## config.mk

```make
export PLATFORM = sky130hd
export DESIGN_NAME = operand_queue_shared
export DESIGN_NICKNAME = d
export VERILOG_FILES = /design/src/rtl/operand_queue_shared_pkg.sv /design/src/rtl/operand_queue_shared_fifo.sv /design/src/rtl/operand_queue_shared.sv
export SDC_FILE = /design/constraint.sdc
export NUM_CORES = 1
export LEC_CHECK = 0
export ABC_AREA = 1
export CAP_MARGIN = 20
export CELL_PAD_IN_SITES_DETAIL_PLACEMENT = 1
export CELL_PAD_IN_SITES_GLOBAL_PLACEMENT = 1
export CORE_AREA = 2 2 178 180
export DETAILED_ROUTE_END_ITERATION = 10
export DIE_AREA = 0 0 180 182
export PLACE_DENSITY_LB_ADDON = 0.1
export SYNTH_ARGS = -nofsm -noshare
export SYNTH_HDL_FRONTEND = slang
export SYNTH_SLANG_ARGS = --single-unit
export TNS_END_PERCENT = 1
```

## constraint.sdc

```tcl
create_clock -name clk_i -period 3.2 [get_ports clk_i]
set_input_delay 0.32 -clock clk_i [delete_from_list [all_inputs] [get_ports clk_i]]
set_output_delay 0.32 -clock clk_i [all_outputs]
set_load 0.05 [all_outputs]
```

## src/rtl/operand_queue_shared_pkg.sv

```systemverilog
// Shared types and helpers for the VRF operand queue that fans one read port out
// to several functional units.
package operand_queue_shared_pkg;

    // Target encoding when the queue feeds the classic slide/addrgen pair.
    typedef enum logic [0:0] {
        SLDU_TGT    = 1'b0,
        ADDRGEN_TGT = 1'b1
    } target_fu_e;

    function automatic int unsigned tgt_width(input int unsigned n);
        return (n > 1) ? $clog2(n) : 1;
    endfunction

endpackage

```

## src/rtl/operand_queue_shared_fifo.sv

```systemverilog
// Small synchronous FIFO with flush and occupancy count; no fall-through, so a
// push becomes visible at the head on the following cycle.
module operand_queue_shared_fifo #(
    parameter  int unsigned Depth = 2,
    parameter  int unsigned Width = 8,
    localparam int unsigned PtrW  = (Depth > 1) ? $clog2(Depth) : 1,
    localparam int unsigned CntW  = $clog2(Depth + 1)
) (
    input  logic             clk_i,
    input  logic             rst_ni,
    input  logic             flush_i,
    input  logic             push_i,
    input  logic [Width-1:0] data_i,
    input  logic             pop_i,
    output logic [Width-1:0] data_o,
    output logic             empty_o,
    output logic [CntW-1:0]  usage_o
);

    logic [Depth-1:0][Width-1:0] mem_q;
    logic [PtrW-1:0]             rd_ptr_q, wr_ptr_q;
    logic [CntW-1:0]             cnt_q;
    logic                        do_push, do_pop;

    function automatic logic [PtrW-1:0] incr(input logic [PtrW-1:0] p);
        return (p == PtrW'(Depth - 1)) ? '0 : p + 1'b1;
    endfunction

    assign empty_o = (cnt_q == '0);
    assign usage_o = cnt_q;
    // A full FIFO refuses a push even when it is popped in the same cycle.
    assign do_push = push_i & (cnt_q != CntW'(Depth));
    assign do_pop  = pop_i & ~empty_o;
    assign data_o  = mem_q[rd_ptr_q];

    always_ff @(posedge clk_i or negedge rst_ni) begin
        if (!rst_ni) begin
            mem_q    <= '0;
            rd_ptr_q <= '0;
            wr_ptr_q <= '0;
            cnt_q    <= '0;
        end else if (flush_i) begin
            rd_ptr_q <= '0;
            wr_ptr_q <= '0;
            cnt_q    <= '0;
        end else begin
            if (do_push) begin
                mem_q[wr_ptr_q] <= data_i;
                wr_ptr_q        <= incr(wr_ptr_q);
            end
            if (do_pop) rd_ptr_q <= incr(rd_ptr_q);
            cnt_q <= cnt_q + CntW'(do_push) - CntW'(do_pop);
        end
    end

endmodule

```

## src/rtl/operand_queue_shared.sv

```systemverilog
// Operand queue sharing one VRF read port among NrTargets consumers, with
// per-command routing, credit-based issue control and a flush that drops stale reads.
module operand_queue_shared import operand_queue_shared_pkg::*; #(
    parameter int unsigned NrTargets    = 2,
    parameter int unsigned DataBufDepth = 2,
    parameter int unsigned CmdBufDepth  = 4,
    parameter int unsigned DataWidth    = 64,
    parameter int unsigned LenWidth     = 16,
    parameter int unsigned TgtWidth     = tgt_width(NrTargets)
) (
    input  logic                         clk_i,
    input  logic                         rst_ni,
    input  logic                         flush_i,
    input  logic [TgtWidth+LenWidth-1:0] cmd_i,
    input  logic                         cmd_valid_i,
    output logic                         cmd_ready_o,
    input  logic                         operand_issued_i,
    output logic                         operand_queue_ready_o,
    input  logic [DataWidth-1:0]         operand_i,
    input  logic                         operand_valid_i,
    output logic [DataWidth-1:0]         operand_o,
    output logic [TgtWidth-1:0]          operand_target_o,
    output logic                         operand_valid_o,
    input  logic [NrTargets-1:0]         operand_ready_i
);

    typedef struct packed {
        logic [TgtWidth-1:0] target;
        logic [LenWidth-1:0] len;
    } cmd_t;

    localparam int unsigned CntW    = $clog2(DataBufDepth + 1);
    localparam int unsigned CmdCntW = $clog2(CmdBufDepth + 1);

    cmd_t                cmd_in, cmd_head;
    logic                cmd_empty, data_empty;
    logic [CmdCntW-1:0]  cmd_usage;
    logic [CntW-1:0]     data_usage, inflight_q, inflight_d, credits;
    logic [LenWidth-1:0] elem_cnt_q;
    logic                drop_q, tgt_ok, pop, cmd_last, cmd_push, data_push;

    assign cmd_in = cmd_i;

    // Stale reads still in flight after a flush hold their credit until they return.
    assign credits               = CntW'(DataBufDepth) - data_usage - inflight_q;
    assign operand_queue_ready_o = (credits != '0);
    assign cmd_ready_o           = (cmd_usage != CmdCntW'(CmdBufDepth));

    assign operand_valid_o  = ~data_empty & ~cmd_empty;
    assign operand_target_o = cmd_head.target;
    assign tgt_ok           = (32'(cmd_head.target) < NrTargets);
    assign pop              = operand_valid_o & tgt_ok & operand_ready_i[cmd_head.target];
    assign cmd_last         = (elem_cnt_q == cmd_head.len - LenWidth'(1));
    assign cmd_push         = cmd_valid_i & cmd_ready_o;
    assign data_push        = operand_valid_i & ~drop_q;

    always_comb begin
        inflight_d = inflight_q;
        if (operand_issued_i && !operand_valid_i)      inflight_d = inflight_q + 1'b1;
        else if (!operand_issued_i && operand_valid_i) inflight_d = inflight_q - 1'b1;
    end

    always_ff @(posedge clk_i or negedge rst_ni) begin
        if (!rst_ni) begin
            elem_cnt_q <= '0;
            inflight_q <= '0;
            drop_q     <= 1'b0;
        end else begin
            inflight_q <= inflight_d;
            if (flush_i) begin
                elem_cnt_q <= '0;
                drop_q     <= (inflight_d != '0);
            end else begin
                if (pop) elem_cnt_q <= cmd_last ? '0 : elem_cnt_q + 1'b1;
                if (drop_q && inflight_d == '0) drop_q <= 1'b0;
            end
        end
    end

    operand_queue_shared_fifo #(
        .Depth (DataBufDepth),
        .Width (DataWidth)
    ) i_data_fifo (
        .clk_i   (clk_i),
        .rst_ni  (rst_ni),
        .flush_i (flush_i),
        .push_i  (data_push),
        .data_i  (operand_i),
        .pop_i   (pop),
        .data_o  (operand_o),
        .empty_o (data_empty),
        .usage_o (data_usage)
    );

    operand_queue_shared_fifo #(
        .Depth (CmdBufDepth),
        .Width ($bits(cmd_t))
    ) i_cmd_fifo (
        .clk_i   (clk_i),
        .rst_ni  (rst_ni),
        .flush_i (flush_i),
        .push_i  (cmd_push),
        .data_i  (cmd_in),
        .pop_i   (pop & cmd_last),
        .data_o  (cmd_head),
        .empty_o (cmd_empty),
        .usage_o (cmd_usage)
    );

    a_issue_credit: assert property (@(posedge clk_i) disable iff (!rst_ni)
        operand_issued_i |-> credits != '0);
    a_data_not_full: assert property (@(posedge clk_i) disable iff (!rst_ni)
        data_push |-> data_usage != CntW'(DataBufDepth));
    a_cmd_len_nonzero: assert property (@(posedge clk_i) disable iff (!rst_ni)
        cmd_push |-> cmd_in.len != '0);

endmodule

```

* Yosys cells after proc, flatten, opt, wreduce, memory -nomap -nowiden
Cells that the tools add are included.
** Word-level totals
- Word-level logic and storage cells :: 107
- Bits of input ports :: 89
- Register bits after elaboration :: 226
- Bits in read-only memories :: 0
- Bits in writable memories :: 0
- Latch bits :: 0
- Memories :: 0
- Output and inout bits :: 68
** Cells by class
- Reduce and logical (&&, ||, !) cells :: 20
- Magnitude comparators :: 7
- Div/mod/pow operators :: 0
- $mul :: 0
- Shift-type cells :: 0
- Add/sub/neg operators :: 14
- Bitwise gates (word level) :: 13
- Eq/ne operators :: 5
- Mux-type cells :: 33
** Operators with widths (count)
- 2-to-1 mux 64 bit :: 3
- bitwise mux 128 bit :: 1
- bitwise mux 68 bit :: 1
- demux 64 bit (select 1 bit) :: 1
- 2-to-1 mux 16 bit :: 3
- binary-select mux 17 bit (select 2 bit) :: 1
- demux 17 bit (select 2 bit) :: 1
- 2-to-1 mux 17 bit :: 2
- 2-to-1 mux 2 bit :: 9
- adder 16 x 1 -> 16 bit (second input constant) :: 1
- equality test 16 bit :: 1
- nonzero test 2 bit :: 8
- subtractor 16 x 1 -> 16 bit (second input constant) :: 1
- 2-to-1 mux 1 bit :: 10
- bitwise AND 1 bit :: 9
- adder 2 x 1 -> 2 bit (second input constant) :: 3
- < comparator 1 x 2 -> 1 bit (second input constant) :: 3
- < comparator 2 x 3 -> 1 bit (second input constant) :: 2
- logical AND 1 bit :: 5
- equality test 2 bit (second input constant) :: 2
- logical NOT 2 bit :: 2
- NOT 1 bit :: 4
- AND reduction 2 bit :: 2
- adder 3 x 1 -> 3 bit :: 1
- other kinds (14) :: 16

* Logic depth before layout (Yosys ltp)
Gate-level depths: netlist (run 1).
- Depth in word-level cells :: 9
- Depth in mapped cells :: 22

* Hierarchy
Synthesis (run 1) repeated with hierarchy kept, for this count alone.
** Unflattened totals
- Cells, all modules :: 1598
- Area total of the unflattened synthesis :: 12310.6 µm²
** By module, submodules not included
- operand_queue_shared_fifo (i_data_fifo) :: area an instance 6328.6 µm², cells an instance 810, times used 1
- operand_queue_shared_fifo (i_cmd_fifo) :: area an instance 3783.6 µm², cells an instance 452, times used 1
- operand_queue_shared :: area an instance 2198.4 µm², cells an instance 336, times used 1

* Worst setup path after synthesis (run 1)
Ideal clock, no wire load.
- Path kind :: flip-flop to flip-flop
- Start point :: register i_cmd_fifo.rd_ptr_q[0]
- End point :: register i_cmd_fifo.cnt_q[2], in the netlist i_cmd_fifo.usage_o[2]
- Slack :: 118 ps
- Library setup time :: 86 ps
- Period minus slack after synthesis :: 3082 ps
- Buffers on the path :: 1
- Cell stages (with the launch flop) :: 22
- Arrival :: 2996 ps
- Required time :: 3114 ps
- Path through :: dfrtp_1 inv_2 buf_6 nand2_1 nand3_1 nand2_2 ha_1 xor2_1 nand3_1 inv_1 o21ai_0 nand3b_1 nor2_1 nand4_1 nor3_1 ha_1 inv_1 ha_1 inv_1 fa_1 and3_1 nor3_1
** Between the ends
- Cells in the longest elaborated chain, start to end :: 9
- Elaborated cells between the ends (all ways) :: 11
- Classes of those cells :: add/sub (2); eq/ne (1); mux (5); bitwise (3)
** RTL lines
- start, declared :: line operand_queue_shared_fifo.sv:21 : logic [PtrW-1:0] rd_ptr_q, wr_ptr_q;
- start signal, assigned :: line operand_queue_shared_fifo.sv:51 : if (do_pop) rd_ptr_q <= incr(rd_ptr_q);
- binary-select mux 17 bit (select 2 bit) (*) :: line operand_queue_shared_fifo.sv:34 : assign data_o = mem_q[rd_ptr_q];
- 2-to-1 mux 17 bit (implied by the code) (*) :: line operand_queue_shared_fifo.sv:34
- branches (longest 3 deep; another with subtractor 16 x 1 -> 16 bit)
- bitwise AND 1 bit (*) :: line operand_queue_shared.sv:104 : .pop_i (pop & cmd_last),
- bitwise AND 1 bit (*) :: line operand_queue_shared_fifo.sv:33 : assign do_pop = pop_i & ~empty_o;
- subtractor 3 x 1 -> 3 bit (*) :: line operand_queue_shared_fifo.sv:52 : cnt_q <= cnt_q + CntW'(do_push) - CntW'(do_pop);
- 2-to-1 mux 3 bit (*) :: line operand_queue_shared_fifo.sv:42 : end else if (flush_i) begin
- end signal, assigned :: line operand_queue_shared_fifo.sv:52
- end, declared :: line operand_queue_shared_fifo.sv:22 : logic [CntW-1:0] cnt_q;
Mark *: on every way between the ends. The select of a mux whose other input is x is not followed.
A chain may end at the register's enable or synchronous reset.

* Worst setup path after layout (run 1)
Same ends and word-level chain as after synthesis.

==> impl_results.md, run 1 <==
* Outcome: complete, but fails checks
* Vias/cell at 4.77
* Seq/Total Area, Yosys at 50.4%
* CTS sink count at 226
* Sequential power share at 33.9%
* I/O Buffers at 156
* Worst EP required at 3630 ps
* Final worst slack at -76.6 ps
* Maxcap violations at 0
* WHS at 317 ps
* Remaining DRCs at 0
* Starting Density at 36.2%
* DRT antenna net count at 0
* Crit-path cells: buf_6 -> nand2_1 -> nand3_1 -> nand2_2 -> ha_4 -> xor2_1 -> nand3_1 -> inv_1 -> o21ai_0 -> nand3b_1 -> nor2_2 -> nand4_1 -> nor3_2 -> ha_1 -> inv_1 -> ha_1 -> inv_1 -> fa_2 -> a21oi_1 -> nor3_2
* Cell-internal power at 8.23 mW
* Arr. time, crit path at 3710 ps
* Initial antenna violation count at 3
* Die ar. at 0.0328 sq mm
* Syn Nets at 1493
* Fmax at 305 MHz
* Clock share of power at 22.9%
* Mapped Area at 0.0112 sq mm
* Global-route wire length before repair at 54700 um
* Pre-CTS WS at -260 ps
* H-tree levels at 1
* WL/cell at 16.0 um
* Slowest stage delay, CP at 440 ps
* TritonCTS buffer count at 27
* Syn. warnings at 0
* Total grt overflow at 0
* Logic gate share of total power at 43.2%
* Syn Inst Count at 1392
* Clock buffer depth at 3
* Worst clock skew at 16.3 ps
* Sw Share at 40.1%
* Fin crit share at 102%
* Hpwl dp at 23300 um
* Final non-filler cell total at 2048
* Rel. slew slack at 53.2%
* Final nets at 1728
* Final setup vio count at 2
* Chip Height at 182 um
* Synth unique cells at 35
* Failing checks: setup timing
* 1st-iter DRT viols at 449
* Routed via count at 9762
* Final Wtd Congestion at 0.822
* Layout cells sized above 1 at 16.3%
* Clk slew on worst S/H paths at 60 ps
* Global Route Usage Sum at 20.4%
* Kind of critical path: flop to flop
* Critical Path End Type: flop
* Total routed wirelength at 32800 um
* Post-route minimum period at 3280 ps
* Placed Cells at 1992
* Vias in the first global route at 10500
* Setup crit start kind: flop
* Clk Latency, worst-skew pair at 560 ps
* IO Pins at 157
* Hold Violations, Final at 0
* Critical Path Most Common Cell: inv_1
* Pwr Total at 13.7 mW
* Max rail drop VDD at 0.595 mV
* Site row count at 65
* Leakage power at 7.50 nW
* DRT Pass-1 Iters at 4
* Slew Viols, Final at 0
* Worst Path Max Fanout at 5
* Slew @ Worst Pin at 700 ps
* Unrepaired setup endpoints after global routing: yes
* Root Buffer: clkbuf_16
* Die Wd at 180 um
* Mean Syn Cell Area at 8.07 sq um
* Worst R2R Path Depth at 20
* Area added between synthesis and finish at 33.6%
* CTS tree: built
* Final-layout fill cell count at 3691
* Hold Crit Class: primary input to asynchronous set/reset pin
* Worst path slowest cell: dfrtp_2
* Core area at 0.0310 sq mm
* #FFs+latches synth at 226
* Pwr Density at 916 mW/mm^2
* Largest net degree at the start of global routing at 74
* P_sw at 5.51 mW
worst max-delay path: cells and delay by family, from the launching register on:
family	cells	cell delay [ps]
and+or+nand+nor	9	1070
adders and majority gates	4	930
DFF	1	440
buffers and inverters	4	340
AOI/OAI and AO/OA	2	230
xor gates and xnor gates	1	150
layout make-up:
cell class | count | area, sq um | share of cell area (%)
clock inverters | 8 | 130 | 0.867
multi-input cells | 967 | 4860 | 32.4
repair buffers | 268 | 2550 | 17.0
diodes | 1 | 2.50 | 0.0167
flip-flops and latches | 226 | 5660 | 37.7
well taps | 402 | 503 | 3.35
clock buffers | 39 | 781 | 5.20
inverters | 137 | 517 | 3.44
power groups by stage:
stage	sequential (mW)	combinational, mW	clock (mW)
floorplan	4.50	3.82	0
finish	4.66	5.93	3.15
global route	4.83	6.53	3.36
detailed placement	4.70	5.90	0
CTS	4.67	5.95	3.25
global placement	4.66	5.79	0
final timing paths:
check / start / to / slack, ps
worst max register to register: i_cmd_fifo.rd_ptr_q[0] / i_cmd_fifo.usage_o[2] / -80
worst max-delay path: i_cmd_fifo.rd_ptr_q[0] / i_cmd_fifo.usage_o[2] / -80
max in group asynchronous: rst_ni / i_cmd_fifo.mem_q[28] / 1950
min in group clk_i: operand_i[37] / i_data_fifo.mem_q[37] / 330
worst min-delay path: rst_ni / i_cmd_fifo.mem_q[36] / 320
worst min register to register: i_data_fifo.mem_q[10] / i_data_fifo.mem_q[10] / 480
repair_timing:
action	in CTS	in global routing
pin swaps	1	12
gates resized for setup	3	20
gates cloned	0	1
setup endpoints to repair	2	2
setup buffers	1	5
hold endpoints to repair	70	0
hold buffers	1	0
through the flow:
step           TNS [ps]  util [%]  area (sq um)
2_1_floorplan         0         -         11200
3_3_place_gp       -205      45.0         13900
5_1_grt            -669      48.4         15000
3_5_place_dp       -410      45.0         13900
6_report           -146      48.4         15000
4_1_cts            -238      48.0         14900
sequential cells by signal (all words and copies together), names as in the netlist, 2 cells and up:
signal,count
i_cmd_fifo.usage_o,3
i_cmd_fifo.wr_ptr_q,2
i_data_fifo.usage_o,2
inflight_q,2
i_cmd_fifo.rd_ptr_q,2
i_cmd_fifo.mem_q,68
elem_cnt_q,16
i_data_fifo.mem_q,128
routing by layer:
layer | routed length [um] | vias to the layer above | track usage [%]
li1 | - | 4867 | -
met1 | 13800 | 4683 | 24.8
met2 | 16100 | 157 | 35.8
met3 | 2090 | 51 | 5.70
met4 | 782 | 4 | 4.94
met5 | 29 | - | 0
Yosys cell counts, drive strengths merged:
| library cell | count | share of area [%] |
|---|---|---|
| nand2 | 548 | 19 |
| clkbuf | 41 | 1.4 |
| mux2 | 64 | 6.4 |
| nor3 | 9 | 0.49 |
| fa | 1 | 0.18 |
| clkinv | 1 | 0.033 |
| ha | 11 | 1.2 |
| nand3 | 71 | 3.3 |
| a21oi | 7 | 0.31 |
| o21ai | 148 | 6.6 |
| nand3b | 3 | 0.20 |
| a31oi | 3 | 0.17 |
| inv | 136 | 4.5 |
| nor3b | 1 | 0.067 |
| xnor2 | 4 | 0.31 |
| xor2 | 18 | 1.4 |
| or2 | 2 | 0.11 |
| nand4 | 20 | 1.1 |
| o21bai | 1 | 0.067 |
| dfrtp | 226 | 50 |
| buf | 21 | 1.2 |
| o22ai | 1 | 0.056 |
| and3 | 1 | 0.056 |
| nor2 | 54 | 2.0 |
kinds of logic (layout without fill, tap and decap cells):
logic type / Yosys count / count (layout) / share of synthesized area, %
other cells: 0 / 1 / 0
buf+inv: 199 / 452 / 7.11
fa+ha+maj: 12 / 12 / 1.40
simple gates: 709 / 709 / 25.8
compound gates: 160 / 160 / 7.20
flops: 226 / 226 / 50.4
xor+xnor: 22 / 22 / 1.72
mux: 64 / 64 / 6.42
cells in the final DEF (no fill, tap or decap), types with 12 or more instances in the layout:
cell and n:
o21ai_0 144, mux2_2 64, nand4_1 20, clkdlybuf4s50_1 147
clkbuf_16 27, dfrtp_1 224, buf_12 12, xor2_1 18
nand2_1 534, nand3_1 64, nor2_1 49, buf_4 103
nand2_2 13, inv_1 131
No activity file was read; power rests on OpenSTA's default activity.
==> inputs of run 2 (changes only) <==
--- a/config.mk
+++ b/config.mk
@@ -9,9 +9,9 @@
 export CAP_MARGIN = 20
 export CELL_PAD_IN_SITES_DETAIL_PLACEMENT = 1
 export CELL_PAD_IN_SITES_GLOBAL_PLACEMENT = 1
-export CORE_AREA = 2 2 178 180
+export CORE_AREA = 2 2 212 151
 export DETAILED_ROUTE_END_ITERATION = 10
-export DIE_AREA = 0 0 180 182
+export DIE_AREA = 0 0 214 153
 export PLACE_DENSITY_LB_ADDON = 0.1
 export SYNTH_ARGS = -nofsm -noshare
 export SYNTH_HDL_FRONTEND = slang
==> run 2 against run 1 <==
Compared with the run above:
- sequential cell count did not move
- fmax fell by 0.82%
- clock-buffer cell count fell by 7
- register-to-register slack got worse by 30 ps
- clock power fell by 10%
- via count rose by 0.74%
- first-iteration DRC count rose by 21%
- sequential share of layout area fell by 0.73 points
- setup slack got worse by 27 ps
- largest cell class unchanged
- die area barely moved
- the flow still finishes with violations (setup timing)
- clock skew fell by 3.1 ps
==> impl_results.md, run 2 (synthesis results as in run 1) <==
* Leakage power at 7.54 nW (+0.55%)
* Clk slew on worst S/H paths at 60 ps (about the same)
* H-tree levels at 1 (unchanged)
* Final setup vio count at 2 (unchanged)
* Final Wtd Congestion at 0.865 (+5.3%)
* Area added between synthesis and finish at 36.2%
* Largest net degree at the start of global routing at 103 (+39%)
* Fin crit share at 103% (+0.84 points)
* Hpwl dp at 24300 um (+4.4%)
* DRT antenna net count at 0 (unchanged)
* Die Wd at 214 um (+19%)
* IO Pins at 157 (unchanged)
* Placed inst area at 0.0139 sq mm (about the same)
* Crit Reg-Reg Startpoint: i_cmd_fifo.rd_ptr_q[0]
* Pwr Density at 895 mW/mm^2 (-2.3%)
* WL/cell at 16.7 um (+4.1%)
* Hold Violations, Final at 0 (unchanged)
* CTS sink count at 226 (unchanged)
* Largest reg by FF count: i_data_fifo.mem_q
* Chip Height at 153 um (-16%)
* Worst EP required at 3620 ps (about the same)
* Worst path slowest cell: dfrtp_2
* Vias/cell at 4.77 (about the same)
* Failing checks: setup timing
* Remaining DRCs at 0 (unchanged)
* Site row count at 54 (-17%)
* Die ar. at 0.0327 sq mm (about the same)
* Vias in the first global route at 10000 (-4.5%)
* Core area at 0.0307 sq mm (-0.79%)
* Final worst slack at -104 ps (-27.0 ps)
* Total routed wirelength at 34400 um (+4.8%)
* Starting Density at 36.5% (+0.29 points)
* Post-route cell area at 0.0153 sq mm (+2.0%)
* Total grt overflow at 0 (unchanged)
* Max reg flops at 128 (unchanged)
* Hold Crit Class: primary input to flop
* Kind of critical path: flop to flop
* Worst clock skew at 13.2 ps (-3.13 ps)
* Global Route Usage Sum at 20.8% (+0.42 points)
* Pwr Total at 13.7 mW (-0.40%)
* Reg-to-Reg End: i_cmd_fifo.usage_o[2]
* Worst R2R Setup Slack at -100 ps (-30 ps)
* Unrepaired setup endpoints after global routing: yes
* Setup crit start kind: flop
* Root Buffer: clkbuf_16
* Post-route minimum period at 3300 ps (+27.0 ps)
* Rel. slew slack at 43.0% (-10 points)
* Most common cell after layout, fill and taps aside: nand2_1
* Clock buffer depth at 3 (unchanged)
* Crit-path cells: buf_6 -> nand2_1 -> nand3_2 -> nand2_4 -> ha_4 -> xor2_1 -> nand3_2 -> inv_2 -> o21ai_2 -> nand3b_1 -> nor2_1 -> nand4_1 -> nor3_2 -> ha_1 -> inv_1 -> ha_2 -> inv_2 -> fa_2 -> a21oi_1 -> nor3_2
* Slowest stage delay, CP at 480 ps (+40 ps)
* Routed via count at 9834 (+0.74%)
* Slew Viols, Final at 0 (unchanged)
* Max rail drop VDD at 0.407 mV (-32%)
* TritonCTS buffer count at 25 (-7.4%)
* DRT Pass-1 Iters at 5 (+1)
* Fmax at 303 MHz (-0.82%)
* I/O Buffers at 156 (unchanged)
* Final-layout fill cell count at 3669 (-0.60%)
* Worst R2R Path Depth at 20 (unchanged)
* 1st-iter DRT viols at 543 (+21%)
* Critical Path End: i_cmd_fifo.usage_o[2]
* Layout cells sized above 1 at 18.7% (+2.4 points)
* Most frequent cells in the layout: 514 x nand2_1, 224 x dfrtp_1, 154 x clkdlybuf4s50_1
* Crit path from: i_cmd_fifo.rd_ptr_q[0]
* Final nets at 1727 (-0.058%)
* CTS tree: built
* Regs by FF count: i_data_fifo.mem_q (128), i_cmd_fifo.mem_q (68), elem_cnt_q (16)
* Global-route wire length before repair at 55400 um (+1.2%)
* Clk Latency, worst-skew pair at 540 ps (-20 ps)
* Maxcap violations at 0 (unchanged)
* Outcome: complete, but fails checks
* Initial antenna violation count at 3 (unchanged)
* Arr. time, crit path at 3720 ps (about the same)
* Slew @ Worst Pin at 855 ps (+155 ps)
* Critical Path End Type: flop
* Worst Path Max Fanout at 6 (+1)
run 2: area by class of cell:
type | instances | area [sq um] | share of cell area [%]
multi-input combinational | 967 | 5150 | 33.7
timing repair inverter | 1 | 6.26 | 0.0409
antenna | 2 | 5.00 | 0.0327
clock inverter | 9 | 101 | 0.663
inverter | 137 | 522 | 3.41
sequential | 226 | 5660 | 37.0
tap | 420 | 526 | 3.44
clock buffer | 32 | 682 | 4.46
timing repair buffer | 268 | 2650 | 17.3
run 2: layer usage:
metal	track usage [%]	routed length, um	vias up
li1	-	-	4864
met1	30.7	17300	4777
met2	31.9	15000	156
met3	4.22	1550	35
met4	3.96	547	2
met5	0	13	-
run 2: report_power, final:
group | internal (mW) | total (mW) | switching, mW
clock network | 1.65 | 2.82 | 1.17
logic | 2.36 | 6.17 | 3.81
registers | 4.02 | 4.70 | 0.676
total | 8.03 | 13.7 | 5.65
run 2: what timing repair did:
action | 4_1_cts | 5_1_grt
setup endpoints to repair | 2 | 7
gates cloned | 0 | 4
hold buffers | 1 | 0
gates resized for setup | 32 | 70
hold endpoints to repair | 99 | 0
setup buffers | 5 | 9
pin swaps | 12 | 44
run 2: worst min path at each step:
stage                              to  slack [ps]           from  cells past startpoint
2_1_floorplan                  drop_q          20         rst_ni                      0
3_3_place_gp     i_cmd_fifo.mem_q[40]         420         rst_ni                      1
3_5_place_dp     i_cmd_fifo.mem_q[40]         420         rst_ni                      1
4_1_cts        i_data_fifo.mem_q[127]         330  operand_i[63]                      3
5_1_grt         i_data_fifo.mem_q[56]         370  operand_i[56]                      3
6_report        i_data_fifo.mem_q[82]         360  operand_i[18]                      3
run 2: stage by stage:
| stage | utilization, % | setup TNS, ps | hold WS, ps | worst slack (ps) | std cells |
|---|---|---|---|---|---|
| after global placement | 45.3 | -186 | 419 | -141 | 2001 |
| after floorplan | - | 0 | 24.4 | 118 | 1392 |
| after detailed placement | 45.3 | -406 | 420 | -269 | 2001 |
| after global routing | 49.8 | -610 | 366 | -341 | 2061 |
| final | 49.8 | -176 | 363 | -104 | 2062 |
| after CTS | 48.4 | -112 | 333 | -112 | 2047 |
run 2: critical path, delay by kind of cell, from the launching register on:
| kind | cells | cell delay [ps] |
|---|---|---|
| xor+xnor | 1 | 170 |
| compound gates | 2 | 220 |
| flops | 1 | 480 |
| buf+inv | 4 | 350 |
| fa+ha+maj | 4 | 950 |
| simple gates | 9 | 1000 |
